==> src/rtl/iob_sram_loader_pkg.sv <==
// Shared FSM encoding and strobe constants for the IOb SRAM loader.
// Imported by iob_sram_loader and iob_sram_loader_cnt.
package iob_sram_loader_pkg;

  localparam int STATE_W = 3;

  typedef enum logic [STATE_W-1:0] {
    IDLE        = 3'd0,
    WRITE       = 3'd1,
    VERIFY_REQ  = 3'd2,
    VERIFY_WAIT = 3'd3,
    DONE        = 3'd4
  } state_t;

  localparam int DEF_DATA_W = 32;
  localparam logic [DEF_DATA_W/8-1:0] WSTRB_ALL = {DEF_DATA_W/8{1'b1}};

endpackage

==> src/rtl/iob_sram_loader_cnt.sv <==
// Word index counter shared by the write and readback passes: latches base/len
// on load, produces the wrapped word address and flags the last word.
module iob_sram_loader_cnt
  import iob_sram_loader_pkg::*;
#(
  parameter int ADDR_W = 13
) (
  input  logic              clk,
  input  logic              cke,
  input  logic              rst,
  input  logic              load,
  input  logic              clr,
  input  logic              inc,
  input  logic [ADDR_W-1:0] base,
  input  logic [ADDR_W:0]   len,
  output logic [ADDR_W-1:0] addr,
  output logic              last
);

  localparam logic [ADDR_W:0] ONE = {{ADDR_W{1'b0}}, 1'b1};

  logic [ADDR_W-1:0] base_q;
  logic [ADDR_W:0]   len_q;
  logic [ADDR_W:0]   idx_q;

  always_ff @(posedge clk) begin
    if (rst) begin
      base_q <= '0;
      len_q  <= '0;
      idx_q  <= '0;
    end else if (cke) begin
      if (load) begin
        base_q <= base;
        len_q  <= len;
        idx_q  <= '0;
      end else if (clr) begin
        idx_q <= '0;
      end else if (inc) begin
        idx_q <= idx_q + ONE;
      end
    end
  end

  // Dropping the index MSB makes the address wrap modulo 2^ADDR_W.
  assign addr = base_q + idx_q[ADDR_W-1:0];
  assign last = (idx_q == (len_q - ONE));

endmodule

==> src/rtl/iob_sram_loader.sv <==
// IOb initiator that fills a word-addressed SRAM from a valid/ready stream.
// Readback verify pass is built in with IOB_SRAM_LOADER_VERIFY_EN.
// state | meaning: IDLE wait start | WRITE stream->sram | VERIFY_REQ issue read | VERIFY_WAIT await rdata | DONE one-cycle done pulse
module iob_sram_loader
  import iob_sram_loader_pkg::*;
#(
  parameter int DATA_W = 32,
  parameter int ADDR_W = 13
) (
  input  logic                clk_i,
  input  logic                cke_i,
  input  logic                rst_i,
  input  logic                start_i,
  input  logic [ADDR_W-1:0]   base_i,
  input  logic [ADDR_W:0]     len_i,
  input  logic [DATA_W-1:0]   s_data_i,
  input  logic                s_valid_i,
  output logic                s_ready_o,
  output logic                m_avalid_o,
  output logic [ADDR_W-1:0]   m_addr_o,
  output logic [DATA_W-1:0]   m_wdata_o,
  output logic [DATA_W/8-1:0] m_wstrb_o,
  input  logic [DATA_W-1:0]   m_rdata_i,
  input  logic                m_rvalid_i,
  input  logic                m_ready_i,
  output logic                busy_o,
  output logic                done_o,
  output logic [DATA_W-1:0]   sum_o,
  output logic                err_o
);

  localparam logic [DATA_W/8-1:0] STRB_ONES = '1;

  state_t state_q, state_d;

  logic              start_ok;
  logic              wr_xfer;
  logic              clr_idx;
  logic              inc_idx;
  logic              last;
  logic [ADDR_W-1:0] addr;
  logic [DATA_W-1:0] sum_q;

  assign start_ok = cke_i & start_i & (state_q == IDLE);
  assign wr_xfer  = cke_i & (state_q == WRITE) & s_valid_i & m_ready_i;

  iob_sram_loader_cnt #(
    .ADDR_W(ADDR_W)
  ) u_cnt (
    .clk  (clk_i),
    .cke  (cke_i),
    .rst  (rst_i),
    .load (start_ok),
    .clr  (clr_idx),
    .inc  (inc_idx),
    .base (base_i),
    .len  (len_i),
    .addr (addr),
    .last (last)
  );

  always_ff @(posedge clk_i) begin
    if (rst_i) begin
      state_q <= IDLE;
    end else if (cke_i) begin
      state_q <= state_d;
    end
  end

  always_comb begin
    state_d    = state_q;
    m_avalid_o = 1'b0;
    m_wdata_o  = '0;
    m_wstrb_o  = '0;
    s_ready_o  = 1'b0;
    clr_idx    = 1'b0;
    inc_idx    = wr_xfer;
    case (state_q)
      IDLE: begin
        if (start_i) begin
          state_d = (len_i == '0) ? DONE : WRITE;
        end
      end
      WRITE: begin
        m_avalid_o = cke_i & s_valid_i;
        m_wdata_o  = s_data_i;
        m_wstrb_o  = STRB_ONES;
        s_ready_o  = cke_i & m_ready_i;
        if (wr_xfer && last) begin
`ifdef IOB_SRAM_LOADER_VERIFY_EN
          state_d = VERIFY_REQ;
          clr_idx = 1'b1;
          inc_idx = 1'b0;
`else
          state_d = DONE;
`endif
        end
      end
`ifdef IOB_SRAM_LOADER_VERIFY_EN
      VERIFY_REQ: begin
        m_avalid_o = cke_i;
        if (m_ready_i) begin
          state_d = VERIFY_WAIT;
        end
      end
      VERIFY_WAIT: begin
        if (m_rvalid_i) begin
          inc_idx = 1'b1;
          state_d = last ? DONE : VERIFY_REQ;
        end
      end
`endif
      DONE: begin
        state_d = IDLE;
      end
      default: begin
        state_d = IDLE;
      end
    endcase
  end

  always_ff @(posedge clk_i) begin
    if (rst_i) begin
      sum_q <= '0;
    end else if (cke_i) begin
      if (start_ok) begin
        sum_q <= '0;
      end else if (wr_xfer) begin
        sum_q <= sum_q + s_data_i;
      end
    end
  end

`ifdef IOB_SRAM_LOADER_VERIFY_EN
  logic [DATA_W-1:0] rb_sum_q;
  logic [DATA_W-1:0] rb_sum_d;
  logic              rd_beat;
  logic              err_q;

  assign rd_beat  = (state_q == VERIFY_WAIT) & m_rvalid_i;
  assign rb_sum_d = rb_sum_q + m_rdata_i;

  // The compare uses the sum including the final beat so err_o is valid in DONE.
  always_ff @(posedge clk_i) begin
    if (rst_i) begin
      rb_sum_q <= '0;
      err_q    <= 1'b0;
    end else if (cke_i) begin
      if (start_ok) begin
        rb_sum_q <= '0;
        err_q    <= 1'b0;
      end else if (rd_beat) begin
        rb_sum_q <= rb_sum_d;
        if (last) begin
          err_q <= (rb_sum_d != sum_q);
        end
      end
    end
  end

  assign err_o = err_q;
`else
  logic unused_rd;
  assign unused_rd = ^{m_rdata_i, m_rvalid_i};
  assign err_o     = 1'b0;
`endif

  assign m_addr_o = addr;
  assign sum_o    = sum_q;
  assign busy_o   = (state_q == WRITE) | (state_q == VERIFY_REQ) | (state_q == VERIFY_WAIT);
  assign done_o   = (state_q == DONE);

endmodule

==> config.mk <==
export PLATFORM = sky130hd
export DESIGN_NAME = iob_sram_loader
export DESIGN_NICKNAME = d
export VERILOG_FILES = /design/src/rtl/iob_sram_loader_pkg.sv /design/src/rtl/iob_sram_loader_cnt.sv /design/src/rtl/iob_sram_loader.sv
export SDC_FILE = /design/constraint.sdc
export NUM_CORES = 1
export LEC_CHECK = 0
export CORE_ASPECT_RATIO = 0.6
export CORE_MARGIN = 8
export CORE_UTILIZATION = 51
export DETAILED_ROUTE_END_ITERATION = 10
export HOLD_SLACK_MARGIN = 0.1
export PLACE_DENSITY_LB_ADDON = 0.15
export SYNTH_ARGS = -nofsm -noshare
export SYNTH_HDL_FRONTEND = slang
export SYNTH_HIERARCHICAL = 1
export SYNTH_SLANG_ARGS = --single-unit
export TNS_END_PERCENT = 100
==> constraint.sdc <==
create_clock -name clk_i -period 8.4 [get_ports clk_i]
set_clock_uncertainty 0.05 [all_clocks]
set_input_delay 1.26 -clock clk_i [delete_from_list [all_inputs] [get_ports clk_i]]
set_output_delay 1.26 -clock clk_i [all_outputs]
set_load 0.05 [all_outputs]
# ---- Word-level counts from Yosys, hierarchy flattened
# Cells that the tools add are included.
dict set report totals {
  ram_bits 0
  n_memories 0
  out_inout_bits 86
  latch_bits 0
  ff_bits 76
  word_cells 44
  mem_bits_ro 0
}
dict set report op_classes {
  n_lt_le_gt_ge 0
  muxes 12
  n_mul 0
  bitwise 9
  n_eq_ne 7
  n_shift 0
  addsub 4
  n_reduce_logical 7
  n_div 0
}
# cell count
set ops {}
lappend ops {{$mux W32} 3}
lappend ops {{$add A32 B32 Y32} 1}
lappend ops {{$mux W14} 2}
lappend ops {{$add A14 B1 Y14 const B} 1}
lappend ops {{$eq A14 B14 Y1} 1}
lappend ops {{$logic_not A14 Y1} 1}
lappend ops {{$sub A14 B1 Y14 const B} 1}
lappend ops {{$add A13 B13 Y13} 1}
lappend ops {{$mux W3} 3}
lappend ops {{$and A1 B1 Y1} 7}
lappend ops {{$eq A3 B2 Y1 const B} 2}
lappend ops {{$pmux W3 S2} 1}
lappend ops {{$mux W4} 1}
lappend ops {{$ne A2 B2 Y1 const B} 2}
lappend ops {{$reduce_and A2 Y1} 2}
lappend ops {{$eq A3 B1 Y1 const B} 1}
lappend ops {{$eq A3 B3 Y1 const B} 1}
lappend ops {{$logic_not A3 Y1} 1}
lappend ops {{$reduce_and A3 Y1} 1}
lappend ops {{$mux W1} 2}
lappend ops {{$or A1 B1 Y1} 2}
lappend ops {{$reduce_bool A2 Y1} 1}
lappend ops {{$logic_and A1 B1 Y1} 1}

# ---- Depth between registers and ports, before layout
dict set report depth {
  depth_word 7
  ltp_mapped 12
  mapped_depth_nobuf 12
}

# ---- Cells and area by module
# The synthesis kept the hierarchy.
# module cells_per_inst seq_area_each_um2 instances area_each_um2
set by_module_without_submodules {}
lappend by_module_without_submodules {iob_sram_loader 392 680.7 1 3151.8}
lappend by_module_without_submodules {iob_sram_loader_cnt 318 820.8 1 2481.1}

# ---- Least setup slack after synthesis
# No wires, ideal clock.
dict set report synth_timing {
  kind {reg2out}
  startpoint {register u_cnt.idx_q[0]}
  endpoint {output m_addr_o[10]}
  t_arrival_ns 2.329
  setup_slack_ns 4.761
  stages_incl_launch_ff 9
  path_cell_list {dfxtp_1 > ha_1 > fa_1 > a21oi_1 > o21ai_1 > a211o_1 > a31o_1 > a21oi_1 > xnor2_1}
}
dict set report synth_between {
  elab_chain_cells 1
}
# item line
set synth_rtl {}
lappend synth_rtl {{from (decl)} iob_sram_loader_cnt.sv:24} ;# logic [ADDR_W:0] idx_q;
lappend synth_rtl {{from (signal assigned)} iob_sram_loader_cnt.sv:39} ;# idx_q <= idx_q + ONE;
lappend synth_rtl {{$add A13 B13 Y13} iob_sram_loader_cnt.sv:45} ;# assign addr = base_q + idx_q[ADDR_W-1:0];
lappend synth_rtl {{to (decl)} iob_sram_loader.sv:20} ;# output logic [ADDR_W-1:0] m_addr_o,
# No other way between the ends.

# ---- Final worst setup path
# Ends and elaborated chain as after synthesis.

==> flow_summary.toml <==
[outcome]
status = "completed"

[finish]
layout_commonest_cell = "clkdlybuf4s50_1"
diodes = 0
fillCellCount = 856
drive_gt1_share_pct = 5.119
synthToLayoutAreaGrowth_pct = 32.01
nets = 980
mostFrequentLayoutCells = "clkdlybuf4s50_1 (149), nand2_1 (96), a21oi_1 (80)"

[placed_design]
io_buffer_count = 149
dp.final_hpwl_mm = 13.49
gp_congestion = 0.9359

[job]
maxCapViolations = 0

[yosys]
synth_top_family_by_area = "compound AO/OA/AOI/OAI gates"
synth-seq-area-share_pct = 26.65
synthMuxAreaShare_pct = 0.3554
synth_edf_count = 0
synthXorXnorAreaFrac_pct = 10.57
synth_compound_area_share_pct = 24.57
synth.avg_cell_area_um2 = 7.934
ys_ff_latch = 75
synth_area_um2 = 5633
synth_flop_cell = "dfxtp_1"
ys_types = 67
ys_warn_count = 6
synthCells = 710
synth-simple-area-share_pct = 23.01
synth_fa_ha_area_share_pct = 10.71
async_flop_share_pct = 0

[cts]
cts.clk_slew.worst_paths_ps = 60
cts_made_buffers = 9
cts_setup_buffers = 0
cts_sinks = 75
hold_buffers = 0
clock_latency_ps = 340
htree_levels = 3
cts_resized = 0
cts_buffer_depth = 2
cts_tree = "done"
cts-root-buf = "clkbuf_16"

[timing]
finalHoldViolCount = 0
period_minus_slack_ps = 4683
tightest_slew_ps = 1136
finalCritPeriodShare_pct = 55.75
rsz0062_at_grt = "no"
hold_slack_ps = 411.4
tns_ps = 0
slew_headroom_pct = 23.83
drv_slew = 0
setup_viol = 0
fmax_mhz = 213.6

[critical_path]
crit_chain = "ha_1 -> fa_1 -> a21oi_1 -> o21ai_1 -> a211o_1 -> a31o_1 -> a21oi_1 -> xnor2_1 -> clkdlybuf4s50_1"
crit_family = "compound AO/OA/AOI/OAI gates"
critPathMostFrequentCell = "a21oi_1"
critPathRequiredTime_ps = 7090
startpoint_type = "register"
slowest_delay_ps = 820
crit_arrival_ps = 3370
slowest_stage = "clkdlybuf4s50_1"
cp-end-kind = "output port"
cp_num_buf_inv = 1
critPathMaxFanout = 5
crit_type = "register to output port"

[floorplanning]
core_area_um2 = 10670
dieArea_um2 = 14770
initial_core_util_pct = 52.80
die_h_um = 97.41
rows = 29
boundaryPins = 184
fp.dieW_um = 151.7

[worst_hold_path]
hold_path.class = "register to register"

[pwr]
peakVddDrop_mv = 0.1155
powerDensity_nw_per_um2 = 127.1
p_leak_uw = 0.002983

[global_route]
grt_usage_pct = 23.03
grtUsageMet3_pct = 7.953
gr-usage-met2_pct = 32.55
antenna_found_initial = 0
busiest_layer = "met1"
grt.overflow.total = 0
grt_pass1_vias = 5444
grt_start_max_net_pins = 46
grt_pass1_wl_mm = 27.63
met1_usage_pct = 32.72

[routing]
wl_per_cell_um = 17.80
ant_nets = 0
wl_mm = 17.43
via_per_inst = 5.758
num_vias = 5637
drc = 0
drt_iter0_markers = 376
firstDrtPassIters = 5
-- where the power goes --
group          total, uW  internal, uW  switching, uW
Combinational        208          84.1            123
Sequential           370           362           8.31
Clock                367           215            152
-- synthesized netlist by cell type, drive strengths merged, types with 3 or more instances --
library cell | n | area [um2]
nand2 | 97 | 366.6
a21oi | 83 | 434.2
dfxtp | 75 | 1501
nor2 | 56 | 210.2
ha | 45 | 563.0
xor2 | 36 | 315.3
and2 | 34 | 212.7
xnor2 | 32 | 280.3
o21ai | 29 | 156.4
clkbuf | 27 | 101.4
a22o | 15 | 131.4
nand3 | 15 | 75.07
inv | 14 | 52.55
buf | 13 | 75.08
a22oi | 12 | 90.09
nand4 | 12 | 81.33
a21o | 11 | 82.58
and3 | 11 | 68.82
nor3 | 9 | 61.31
a211oi | 7 | 62.56
nor4 | 7 | 58.81
o21bai | 7 | 52.55
nor2b | 6 | 37.54
o211ai | 4 | 30.03
o31ai | 4 | 43.79
a211o | 3 | 26.28
a221oi | 3 | 32.53
nand2b | 3 | 18.77
o221ai | 3 | 32.53
or2 | 3 | 18.77
or3 | 3 | 18.77
-- per-layer routing --
| metal | vias to the layer above | routed length (um) |
|---|---|---|
| met5 | - | 0 |
| met4 | 0 | 87 |
| met3 | 10 | 1754 |
| met2 | 228 | 7076 |
| met1 | 2624 | 8512 |
| li1 | 2775 | - |
-- kinds of logic (layout without fill, tap and decap cells) --
logic type,count (synthesis),after routing
AND/OR/NAND/NOR,263,263
XOR/XNOR,68,68
AO/OA/AOI/OAI,200,200
adder cells (fa/ha/maj),47,47
flip-flops,75,75
multiplexers,2,2
other,1,3
buffers and inverters,54,182
-- metrics by stage --
stage	setup slack [ps]	power, uW	utilization [%]	std cells	area (um2)
after global routing	3583	984.7	69.70	979	7436
after floorplan	4761	506.8	-	712	5640
after CTS	3733	947.8	69.70	979	7436
final	3717	945.4	69.70	979	7436
after detailed placement	4097	583.1	67.07	963	7154
after global placement	4138	579.2	67.07	963	7154
-- state kept, by name, indices dropped and copies added, names as in the netlist --
signal and count:
state_q 2, u_cnt/len_q 14, sum_o 32, u_cnt/idx_q 14, u_cnt/base_q 13
-- tightest hold or removal path: stages (launching register included) --
cell	delay, ps
dfxtp_1	310
nand2_1	50
a21oi_1	50
-- worst paths after layout --
kind                      to  slack [ps]  depth (start not counted)       startpoint
min          u_cnt/base_q[3]         410                          2  u_cnt/base_q[3]
max             m_addr_o[10]        3720                          9   u_cnt/idx_q[0]
max reg2reg   u_cnt/idx_q[9]        5280                          9       state_q[0]
min reg2reg  u_cnt/base_q[3]         410                          2  u_cnt/base_q[3]
-- area by class of cell --
type	count	area, um2	share of cell area, %
clock buffers	12	256.5	3.449
flip-flops and latches	75	1501	20.19
well taps	139	173.9	2.339
clock inverters	4	25.02	0.3365
inverters	14	52.55	0.7067
multi-input cells	583	3913	52.62
repair buffers	152	1514	20.36
No activity file was read; power rests on OpenSTA's default activity.
